## config.mk

```make
export PLATFORM = sky130hd
export DESIGN_NAME = ro_freq_meter
export DESIGN_NICKNAME = d
export VERILOG_FILES = /design/src/rtl/ro_freq_meter.sv
export SDC_FILE = /design/constraint.sdc
export NUM_CORES = 1
export LEC_CHECK = 0
export ABC_AREA = 0
export BUFFER_PORTS_ARGS = -buffer_cell sky130_fd_sc_hd__buf_2
export CAP_MARGIN = 10
export CORE_MARGIN = 3
export CORE_UTILIZATION = 25
export CTS_BUF_LIST = sky130_fd_sc_hd__clkbuf_4
export DETAILED_ROUTE_END_ITERATION = 8
export PLACE_DENSITY_LB_ADDON = 0.25
export SLEW_MARGIN = 20
export SYNTH_ARGS = -nofsm -noshare
export SYNTH_HDL_FRONTEND = slang
export SYNTH_SLANG_ARGS = --single-unit
```

## constraint.sdc

```tcl
create_clock -name clk -period 2.8 [get_ports clk]
set_input_delay 0.14 -clock clk [delete_from_list [all_inputs] [get_ports clk]]
set_output_delay 0.14 -clock clk [all_outputs]
set_load 0.03 [all_outputs]
```

## src/rtl/ro_freq_meter.sv

```systemverilog
// Ring-oscillator frequency meter: counts synchronized rising edges of one selected
// channel over a programmable gate window. Optional alarm via RO_FREQ_METER_ALARM_EN.
module ro_freq_meter #(
    parameter int unsigned NUM_CH = 4,
    parameter int unsigned CNT_W  = 16,
    parameter int unsigned GATE_W = 16,
    localparam int unsigned CH_W  = ($clog2(NUM_CH) < 1) ? 1 : $clog2(NUM_CH)
) (
    input  logic              clk,
    input  logic              rst,
    input  logic [NUM_CH-1:0] ro_in,
    input  logic [CH_W-1:0]   ch_sel,
    input  logic [GATE_W-1:0] gate_len,
    input  logic              start,
    input  logic              cont,
    input  logic              res_ready,
    output logic [CNT_W-1:0]  res_data,
    output logic [CH_W-1:0]   res_ch,
    output logic              res_valid,
    output logic              ovf,
    output logic              busy
`ifdef RO_FREQ_METER_ALARM_EN
    ,
    input  logic [CNT_W-1:0]  thresh,
    output logic              alarm
`endif
);

    localparam int unsigned CH_N = 1 << CH_W;

    typedef enum logic [1:0] {
        IDLE   = 2'd0,
        SETTLE = 2'd1,
        GATE   = 2'd2,
        HOLD   = 2'd3
    } state_t;

    state_t             state;
    state_t             state_nxt;
    logic [NUM_CH-1:0]  sync1;
    logic [NUM_CH-1:0]  sync2;
    logic [NUM_CH-1:0]  hist;
    logic [CH_N-1:0]    sync_pad;
    logic [CH_N-1:0]    hist_pad;
    logic [CH_W-1:0]    ch_lat;
    logic [GATE_W-1:0]  gate_cnt;
    logic               gate_last;
    logic               settle_cnt;
    logic [CNT_W-1:0]   cnt;
    logic [CNT_W-1:0]   cnt_nxt;
    logic               ovf_acc;
    logic               ovf_nxt;
    logic               rise;
    logic               latch;
    logic               count_en;
    logic               capture;
    logic               release_res;

    // Unused select codes (ch_sel >= NUM_CH) read as a static-low channel.
    assign sync_pad  = CH_N'(sync2);
    assign hist_pad  = CH_N'(hist);
    assign rise      = sync_pad[ch_lat] & ~hist_pad[ch_lat];
    assign gate_last = (gate_cnt == GATE_W'(1));

    // Saturating edge counter; an edge at full scale flags overflow instead.
    always_comb begin
        cnt_nxt = cnt;
        ovf_nxt = ovf_acc;
        if (rise) begin
            if (cnt == {CNT_W{1'b1}}) begin
                ovf_nxt = 1'b1;
            end else begin
                cnt_nxt = cnt + CNT_W'(1);
            end
        end
    end

    always_ff @(posedge clk) begin
        if (rst) begin
            state <= IDLE;
        end else begin
            state <= state_nxt;
        end
    end

    always_comb begin
        state_nxt = state;
        case (state)
            IDLE:    if (start) state_nxt = SETTLE;
            SETTLE:  if (settle_cnt) state_nxt = GATE;
            GATE:    if (gate_last) state_nxt = HOLD;
            HOLD:    if (res_ready) state_nxt = cont ? SETTLE : IDLE;
            default: state_nxt = IDLE;
        endcase
    end

    always_comb begin
        latch       = 1'b0;
        count_en    = 1'b0;
        capture     = 1'b0;
        release_res = 1'b0;
        case (state)
            IDLE: latch = start;
            GATE: begin
                count_en = 1'b1;
                capture  = gate_last;
            end
            HOLD: begin
                release_res = res_ready;
                latch       = res_ready & cont;
            end
            default: ;
        endcase
    end

    always_ff @(posedge clk) begin
        if (rst) begin
            sync1      <= '0;
            sync2      <= '0;
            hist       <= '0;
            ch_lat     <= '0;
            gate_cnt   <= '0;
            settle_cnt <= 1'b0;
            cnt        <= '0;
            ovf_acc    <= 1'b0;
            res_data   <= '0;
            res_ch     <= '0;
            res_valid  <= 1'b0;
            ovf        <= 1'b0;
            busy       <= 1'b0;
        end else begin
            sync1 <= ro_in;
            sync2 <= sync1;
            hist  <= sync2;
            busy  <= (state_nxt != IDLE);

            if (latch) begin
                ch_lat     <= ch_sel;
                gate_cnt   <= (gate_len == '0) ? GATE_W'(1) : gate_len;
                settle_cnt <= 1'b0;
                cnt        <= '0;
                ovf_acc    <= 1'b0;
                ovf        <= 1'b0;
            end else if (state == SETTLE) begin
                settle_cnt <= ~settle_cnt;
            end

            if (count_en) begin
                cnt      <= cnt_nxt;
                ovf_acc  <= ovf_nxt;
                gate_cnt <= gate_cnt - GATE_W'(1);
            end

            // Result includes any edge seen in the final gate cycle.
            if (capture) begin
                res_data  <= cnt_nxt;
                res_ch    <= ch_lat;
                ovf       <= ovf_nxt;
                res_valid <= 1'b1;
            end else if (release_res) begin
                res_valid <= 1'b0;
            end
        end
    end

`ifdef RO_FREQ_METER_ALARM_EN
    always_ff @(posedge clk) begin
        if (rst) begin
            alarm <= 1'b0;
        end else if (capture) begin
            alarm <= (cnt_nxt >= thresh) | ovf_nxt;
        end
    end
`endif

endmodule

```

==> results.toml, run 1 <==
[sta]
setup-violations-final = 0
timing.final.hold_violations = 0
period_share_pct = 85.0
setup_total_negative_slack_ps = 0
fin_skew_ps = 9.60
setup_slack_ps = 420
worst_slew_pin_slew_ps = 772
grt_setup_unrepaired = "no"
final_count_of_pins_violating_max_slew = 0
max_clock_freq_mhz = 420
max_slew_margin_pct = 48.2
post-route-min-period_ps = 2380

[final_layout]
area.growth.synth_to_final_pct = 23.2
layout-drive-gt1-share_pct = 20.1
n_fill_cell = 1497
nets = 522
antennaDiodeCount = 0

[clock_network]
cts.htree.levels = 3
clock_tree.buffer_depth = 2
cts_post_setup_buffers_inserted = 0
cts_tree = "yes"
hold_buffers = 23
count_of_cells_resized_by_post_cts_repair = 0
cts_buffer_count = 9
worstSkewPairLatency_ps = 440
clock_pin_slew_on_the_worst_setup_and_hold_paths_ps = 120
root_cell_of_the_clock_tree = "clkbuf_4"
cts_sinks = 71

[floorplan]
design.die.area_sq_um = 16100
floorplan.initialDensity_pct = 25.9
io_pins = 48
die_width_um = 127
die_y_um = 127
core_area_sq_um = 14100
std_cell_rows = 43

[logic_synthesis]
synth.largest_area_cell = "dfxtp_1"
synth-seq-cells = 71
share_of_the_yosys_chip_area_belonging_to_registers_pct = 39.0
synth.area.top_cells = "dfxtp_1, nor2_1, a21oi_1"
synth.distinct_cells = 60
mappedNetlistNets = 457
synth.cells.most_frequent = "dfxtp_1, nor2_1, nand2_1"
synth_async_sr_flop_share_pct = 0
yosys.cell_count.top_type = "dfxtp_1"
yosys_warnings = 0
count_of_flip_flops_with_a_built_in_enable_after_synthesis = 0
post_synth_inst_count = 422
syn-mean-instance-area_sq_um = 8.64
synthDominantCellAreaShare_pct = 39.0
ys_dominant_reg_cell = "dfxtp_1"
synthesis.area_sq_um = 3640

[routing]
post-route-drc-count = 0
antenna_violating_nets_post_route = 0
drt-pass1-iter-count = 4
dr_wl_cell_um = 14.7
routed_wl_um = 9880
routed_via_density = 5.06
dr_total_vias = 3400
detail_route.iter0.violations = 246

[outcome]
run_status = "complete, no violations"

[min_path]
type_of_the_most_critical_hold_path = "in -> reg"
holdPathStages = 3

[setup_path]
reg2reg_depth = 6
critical_path.max_stage_delay_ps = 560
type_of_the_worst_setup_path = "reg -> reg"
worstPathCellList = "inv_1 > ha_1 > or3_1 > nor2_1 > nand3b_1 > o311ai_0"
worst-endpoint-arrival_ps = 2720
cpMaxStageDelayCell = "nor2_1"
critical_path_peak_fanout = 10
critical_path_required_ps = 3140
startpoint_type = "register"
critical_path_sink_type = "register"

[global_routing]
groute.usage.overall_pct = 12.6
via_count_of_the_first_global_routing_pass = 3222
number_of_antenna_violations_at_the_first_check_in_global_routing = 0
grt_start_max_net_pins = 27
grt_pass1_wl_um = 16300
grt.overflow.total = 0

[run]
cap_violations = 0

[place]
preCtsSetupSlack_ps = 455
dpl.hpwl_um = 7120
placement.io_buffers = 47
place.gp.congestion = 0.873

[power_and_ir_drop]
ir_worst_vdd_mv = 0.387
power.static_leakage_nw = 1.54
power.density_nw_per_um2 = 802
-- routing by layer --
metal / share of wire (%) / global-route usage, % / up-vias
met5: 0 / 0 / -
met4: 2.1 / 4.79 / 0
met3: 6.4 / 3.87 / 19
met2: 45 / 19.0 / 92
met1: 47 / 17.0 / 1586
li1: - / - / 1703
-- power by group --
part	internal [mW]	switching, mW	leakage, nW	total, mW
logic	0.511	0.914	0.876	1.42
registers	1.17	0.166	0.577	1.34
clock network	0.452	0.391	0.0884	0.843
-- through the flow --
step                      cells  instance area (sq um)  utilization, %  hold WS [ps]  power, mW
final                       672                   4490            31.8          69.1       3.60
after global placement      633                   4070            28.9           350       2.72
after global routing        672                   4490            31.8          51.8       3.87
after detailed placement    633                   4070            28.9           355       2.74
after floorplan             422                   3640               -           267       2.30
after CTS                   672                   4490            31.8          39.7       3.63
-- cell families (layout without fill, tap and decap cells) --
group / count (synthesis) / count (layout) / synth area share, %
and+or+nand+nor: 181 / 181 / 29.1
xor gates and xnor gates: 13 / 13 / 3.12
DFF: 71 / 71 / 39.0
adders and majority gates: 8 / 8 / 2.75
buffers and inverters: 35 / 105 / 4.19
muxes: 4 / 4 / 1.82
AOI/OAI and AO/OA: 110 / 110 / 20.0
-- state kept, by name (all words and copies together) (netlist names), 4 cells and up --
register / flops
sync1: 4
cnt: 16
hist: 4
res_data: 16
sync2: 4
gate_cnt: 16
-- worst paths after layout --
check                 startpoint                        end  slack (ps)
min                  gate_len[1]   gate_cnt[1]$_SDFFE_PP0P_          70
max reg2reg  state[1]$_SDFF_PP0_  gate_cnt[15]$_SDFFE_PP0P_         420
min reg2reg  sync1[2]$_SDFF_PP0_        sync2[2]$_SDFF_PP0_         450
max          state[1]$_SDFF_PP0_  gate_cnt[15]$_SDFFE_PP0P_         420
-- cells in the final DEF, fill, tap and decap left out, types with 9 or more instances in the layout --
cell type / instances
dfxtp_1: 71
buf_2: 47
nor2_1: 38
nand2_1: 34
a21oi_1: 26
dlygate4sd3_1: 23
nand3_1: 16
nor2b_1: 16
o21ai_0: 16
a31oi_1: 15
a211oi_1: 14
nand2b_1: 13
xnor2_1: 11
nor4_1: 10
buf_4: 10
inv_1: 9
clkbuf_4: 9
-- cell type report --
class | instances | area [sq um] | share of cell area, %
multi-input cells | 316 | 2080 | 46.3
flip-flops and latches | 71 | 1420 | 31.7
clock inverters | 7 | 121 | 2.70
well taps | 180 | 225 | 5.02
inverters | 9 | 33.8 | 0.753
clock buffers | 9 | 67.6 | 1.51
repair buffers | 80 | 541 | 12.0
-- critical path: cells and delay by family (launching register included) --
kind                       cells  cell delay, ps
adders and majority gates      1             410
AOI/OAI and AO/OA              1             140
DFF                            1             430
and+or+nand+nor                3            1180
buffers and inverters          1             120
Power figures use the tool's default switching activity.
==> run 2: changes to the inputs <==
--- a/config.mk
+++ b/config.mk
@@ -8,8 +8,9 @@
 export ABC_AREA = 0
 export BUFFER_PORTS_ARGS = -buffer_cell sky130_fd_sc_hd__buf_2
 export CAP_MARGIN = 10
+export CORE_ASPECT_RATIO = 1.4
 export CORE_MARGIN = 3
-export CORE_UTILIZATION = 25
+export CORE_UTILIZATION = 53
 export CTS_BUF_LIST = sky130_fd_sc_hd__clkbuf_4
 export DETAILED_ROUTE_END_ITERATION = 8
 export PLACE_DENSITY_LB_ADDON = 0.25
==> run 2 against run 1 <==
Compared with the run above: fmax shrank 1.1%; wire length down 13%; sequential cell count unchanged; first-iteration DRC count is 17% lower; non-clock buffer count decreased by 8; cell area is 5.8% lower; clock skew is 0.50 ps lower; die area is 51% lower; critical path type unchanged; critical endpoint is now gate_cnt[14]$_SDFFE_PP0P_.
==> results.toml, run 2 (same netlist as run 1, synthesis figures left out) <==
[outcome]
run_status = "complete, no violations"

[setup_path]
worstPathCellList = "inv_1 > ha_1 > a32oi_1 > o21ai_1 > nor2_1 > o21ai_0 > o311ai_0"
r2r_end = "gate_cnt[14]$_SDFFE_PP0P_"
startpoint_type = "register"
reg2reg_depth = 7
critical_path.max_stage_delay_ps = 570
critical_path_sink_type = "register"
type_of_the_worst_setup_path = "reg -> reg"
cpMaxStageDelayCell = "a32oi_1"
r2r_slack_ps = 390
critical_path_peak_fanout = 8
critical_path.reg2reg.startpoint = "state[1]$_SDFF_PP0_"
critical_path_required_ps = 3120
worst-endpoint-arrival_ps = 2730

[routing]
routed_wl_um = 8550
detail_route.iter0.violations = 204
post-route-drc-count = 0
antenna_violating_nets_post_route = 0
dr_total_vias = 3351
routed_via_density = 5.82
drt-pass1-iter-count = 6
dr_wl_cell_um = 14.9

[place]
place_inst = 544
place.gp.congestion = 0.809
dpl.hpwl_um = 6100
place_area_sq_um = 3950
preCtsSetupSlack_ps = 424
placement.io_buffers = 47

[sta]
post-route-min-period_ps = 2410
max_clock_freq_mhz = 416
period_share_pct = 85.9
grt_setup_unrepaired = "no"
setup-violations-final = 0
final_count_of_pins_violating_max_slew = 0
max_slew_margin_pct = 47.5
setup_total_negative_slack_ps = 0
hold_ws_ps = 17.7
setup_slack_ps = 394
worst_slew_pin_slew_ps = 787
fin_skew_ps = 9.09
timing.final.hold_violations = 0

[run]
cap_violations = 0

[floorplan]
die_y_um = 104
floorplan.initialDensity_pct = 55.1
design.die.area_sq_um = 7920
core_area_sq_um = 6610
io_pins = 48
die_width_um = 76.1
std_cell_rows = 35

[clock_network]
count_of_cells_resized_by_post_cts_repair = 0
cts.htree.levels = 3
cts_post_setup_buffers_inserted = 0
hold_buffers = 16
root_cell_of_the_clock_tree = "clkbuf_4"
cts_tree = "yes"
cts_buffer_count = 9
clock_pin_slew_on_the_worst_setup_and_hold_paths_ps = 120
worstSkewPairLatency_ps = 420
cts_sinks = 71
clock_tree.buffer_depth = 2

[final_layout]
biggestRegsByFlops = "cnt: 16 flops, gate_cnt: 16 flops, res_data: 16 flops"
stdcell_count = 576
postLayoutCellArea_sq_um = 4230
n_fill_cell = 584
nets = 514
area.growth.synth_to_final_pct = 16.0
final_cell_mix = "dfxtp_1, buf_2, nor2_1"
layout-drive-gt1-share_pct = 20.2
final_core_util_pct = 64.0
mostFrequentLayoutCell = "dfxtp_1"
antennaDiodeCount = 0

[global_routing]
number_of_antenna_violations_at_the_first_check_in_global_routing = 0
via_count_of_the_first_global_routing_pass = 3188
groute.usage.overall_pct = 22.5
grt_pass1_wl_um = 14700
grt_start_max_net_pins = 45
grt.overflow.total = 0

[power_and_ir_drop]
design_power_total_mw = 3.31
power.static_leakage_nw = 1.49
power.density_nw_per_um2 = 782
ir_worst_vdd_mv = 0.586

[min_path]
timing.hold.worst_endpoint = "gate_cnt[11]$_SDFFE_PP0P_"
hold_start = "gate_len[11]"
holdPathStages = 3
type_of_the_most_critical_hold_path = "in -> reg"
run 2: cell types whose count changed in the layout (fill, tap and decap cells not counted), sizes merged:
cell	before	now
dlygate4sd3	23	16
clkinv	1	5
bufinv	3	0
clkinvlp	3	1
buf	57	56
inv	9	10
run 2: power breakdown:
part	total, mW	switching (mW)	internal (mW)
combinational	1.39	0.877	0.516
sequential	1.34	0.167	1.17
clock	0.576	0.392	0.183
total	3.31	1.44	1.87
run 2: worst max-delay path by stage:
stage	startpoint	endpoint	slack (ps)	cells after the start
after detailed placement	state[1]$_SDFF_PP0_	gate_cnt[14]$_SDFFE_PP0P_	420	7
after floorplan	cnt[0]$_SDFFE_PP0P_	res_data[11]$_SDFFE_PP0P_	710	6
final	state[1]$_SDFF_PP0_	gate_cnt[14]$_SDFFE_PP0P_	390	7
after global routing	state[1]$_SDFF_PP0_	gate_cnt[14]$_SDFFE_PP0P_	200	7
after global placement	state[1]$_SDFF_PP0_	gate_cnt[14]$_SDFFE_PP0P_	510	7
after CTS	state[1]$_SDFF_PP0_	gate_cnt[15]$_SDFFE_PP0P_	390	7
run 2: cell type report:
type                    count  area, sq um  share of cell area [%]
clock buffers               9         67.6                    1.60
clock inverters             7         48.8                    1.15
inverters                   9         33.8                   0.799
multi-input cells         316         2080                    49.2
flip-flops and latches     71         1420                    33.6
well taps                  92          115                    2.72
repair buffers             72          463                    10.9
run 2: worst max-delay path: cells and delay by family, from the launching register on:
kind / cells / cell delay (ps)
flip-flops: 1 / 440
buffers and inverters: 1 / 120
AND/OR/NAND/NOR: 1 / 330
adder cells (fa/ha/maj): 1 / 210
AO/OA/AOI/OAI: 4 / 1210
run 2: metal layers:
| layer | global-route usage, % | part of all wire [%] | up-vias |
|---|---|---|---|
| li1 | - | - | 1675 |
| met1 | 26.6 | 43 | 1574 |
| met5 | 0 | 0 | - |
| met2 | 39.5 | 51 | 86 |
| met3 | 4.68 | 4.2 | 16 |
| met4 | 9.33 | 1.8 | 0 |
==> run 3: changes to the inputs <==
--- a/config.mk
+++ b/config.mk
@@ -13,6 +13,7 @@
 export CORE_UTILIZATION = 53
 export CTS_BUF_LIST = sky130_fd_sc_hd__clkbuf_4
 export DETAILED_ROUTE_END_ITERATION = 8
+export HOLD_SLACK_MARGIN = 0.02
 export PLACE_DENSITY_LB_ADDON = 0.25
 export SLEW_MARGIN = 20
 export SYNTH_ARGS = -nofsm -noshare
==> run 3 against run 2 <==
Compared with the run above: first-iteration DRC count grew 7.4%; sequential cell count is the same; clock skew grew 1.1 ps; register-to-register slack is essentially flat; power grew 0.18%; sequential share of layout area shrank 0.55 points; via count grew 1.1%; wire length grew 1.6%.
==> results.toml, run 3 (same netlist as run 1, synthesis figures left out) <==
[floorplan]
design.die.area_sq_um = 7920
std_cell_rows = 35
floorplan.initialDensity_pct = 55.1
core_area_sq_um = 6610
die_width_um = 76.1
die_y_um = 104
io_pins = 48

[setup_path]
r2r_end = "gate_cnt[14]$_SDFFE_PP0P_"
worst-endpoint-arrival_ps = 2720
setup.worst_path.start = "state[1]$_SDFF_PP0_"
cp-endpoint = "gate_cnt[14]$_SDFFE_PP0P_"
reg2reg_depth = 7
type_of_the_worst_setup_path = "reg -> reg"
worstPathCellList = "inv_1 > ha_1 > a32oi_1 > o21ai_1 > nor2_1 > o21ai_0 > o311ai_0"
critical_path.reg2reg.startpoint = "state[1]$_SDFF_PP0_"
critical_path_sink_type = "register"
critical_path_required_ps = 3120
cpMaxStageDelayCell = "a32oi_1"
critical_path_peak_fanout = 8
startpoint_type = "register"
critical_path.max_stage_delay_ps = 570
r2r_slack_ps = 400

[sta]
period_share_pct = 85.7
setup_total_negative_slack_ps = 0
setup-violations-final = 0
max_slew_margin_pct = 47.5
grt_setup_unrepaired = "no"
timing.final.hold_violations = 0
fin_skew_ps = 10.1
max_clock_freq_mhz = 417
worst_slew_pin_slew_ps = 787
final_count_of_pins_violating_max_slew = 0
post-route-min-period_ps = 2400

[global_routing]
groute.usage.overall_pct = 23.0
grt_start_max_net_pins = 45
grt.overflow.total = 0
grt_pass1_wl_um = 15000
number_of_antenna_violations_at_the_first_check_in_global_routing = 0
via_count_of_the_first_global_routing_pass = 3241

[routing]
post-route-drc-count = 0
routed_via_density = 5.81
antenna_violating_nets_post_route = 0
drt-pass1-iter-count = 8
routed_wl_um = 8690
dr_total_vias = 3389
detail_route.iter0.violations = 219
dr_wl_cell_um = 14.9

[clock_network]
clock_pin_slew_on_the_worst_setup_and_hold_paths_ps = 120
cts.htree.levels = 3
cts_buffer_count = 9
cts_post_setup_buffers_inserted = 0
count_of_cells_resized_by_post_cts_repair = 0
cts_tree = "yes"
cts_sinks = 71
root_cell_of_the_clock_tree = "clkbuf_4"
worstSkewPairLatency_ps = 420
clock_tree.buffer_depth = 2

[power_and_ir_drop]
power.static_leakage_nw = 1.51
ir_worst_vdd_mv = 0.585
power.net_switching_mw = 1.44
combPwrFrac_pct = 42.3
int_pwr_mw = 1.87
sequentialPowerShare_pct = 40.3
power.density_nw_per_um2 = 770
power.switching_fraction_pct = 43.4
power.clock.fraction_pct = 17.4

[final_layout]
antennaDiodeCount = 0
final_cell_mix = "dfxtp_1, buf_2, nor2_1"
postLayoutCellArea_sq_um = 4300
biggestRegsByFlops = "cnt: 16 flops, gate_cnt: 16 flops, res_data: 16 flops"
nets = 521
n_fill_cell = 577
layout-drive-gt1-share_pct = 20.0
mostFrequentLayoutCell = "dfxtp_1"
area.growth.synth_to_final_pct = 18.0

[place]
placement.io_buffers = 47
place_area_sq_um = 3950
place.gp.congestion = 0.809
dpl.hpwl_um = 6100

[outcome]
run_status = "complete, no violations"

[min_path]
type_of_the_most_critical_hold_path = "in -> reg"

[run]
cap_violations = 0
## run 3: cell count changes in the layout (fill, tap and decap cells not counted), sizes merged
cell         previous run  this run
dlygate4sd3            16        23
## run 3: layout make-up
type / instances / area (sq um) / area share (%)
Tap cell: 92 / 115 / 2.68
Multi-Input combinational cell: 316 / 2080 / 48.4
Sequential cell: 71 / 1420 / 33.1
Inverter: 9 / 33.8 / 0.786
Clock buffer: 9 / 67.6 / 1.57
Timing Repair Buffer: 79 / 533 / 12.4
Clock inverter: 7 / 48.8 / 1.14
## run 3: worst min path at each step
stage	startpoint	end	slack [ps]	cells past startpoint
finish	gate_len[8]	gate_cnt[8]$_SDFFE_PP0P_	40	3
detailed placement	ro_in[1]	sync1[1]$_SDFF_PP0_	360	2
CTS	gate_len[8]	gate_cnt[8]$_SDFFE_PP0P_	20	3
global placement	ro_in[1]	sync1[1]$_SDFF_PP0_	350	2
global route	gate_len[8]	gate_cnt[8]$_SDFFE_PP0P_	50	3
floorplan	gate_len[0]	gate_cnt[0]$_SDFFE_PP0P_	270	2
## run 3: through the flow
step	worst slack, ps	utilization [%]	instances	total power [mW]	hold WS (ps)
floorplan	708	-	422	2.30	267
global placement	513	59.8	544	2.67	347
detailed placement	424	59.8	544	2.71	356
CTS	388	65.0	583	3.31	21.8
global route	199	65.0	583	3.56	53.8
finish	400	65.0	583	3.31	43.1
## run 3: worst max-delay path: cells and delay by family (launching register included)
family / cells / cell delay, ps
AO/OA/AOI/OAI: 4 / 1210
adder cells (fa/ha/maj): 1 / 200
AND/OR/NAND/NOR: 1 / 330
flip-flops: 1 / 440
buffers and inverters: 1 / 120
## run 3: power by group through the flow
| stage | clock, mW | sequential (mW) | combinational, mW |
|---|---|---|---|
| 6_report | 0.575 | 1.34 | 1.40 |
| 5_1_grt | 0.649 | 1.36 | 1.55 |
| 4_1_cts | 0.592 | 1.33 | 1.39 |
| 3_5_place_dp | 0 | 1.35 | 1.36 |
| 3_3_place_gp | 0 | 1.35 | 1.33 |
| 2_1_floorplan | 0 | 1.35 | 0.956 |
## run 3: timing repair
| item | in CTS | in global routing |
|---|---|---|
| hold endpoints to repair | 22 | 0 |
| endpoints found under the setup margin | 0 | 0 |
| hold buffers | 23 | 0 |
## run 3: per-layer routing
layer / part of all wire, % / vias to the layer above / track usage [%]
li1: - / 1690 / -
met1: 42 / 1593 / 26.9
met2: 51 / 88 / 40.8
met3: 4.2 / 18 / 4.68
met4: 1.9 / 0 / 8.94
met5: 0 / - / 0
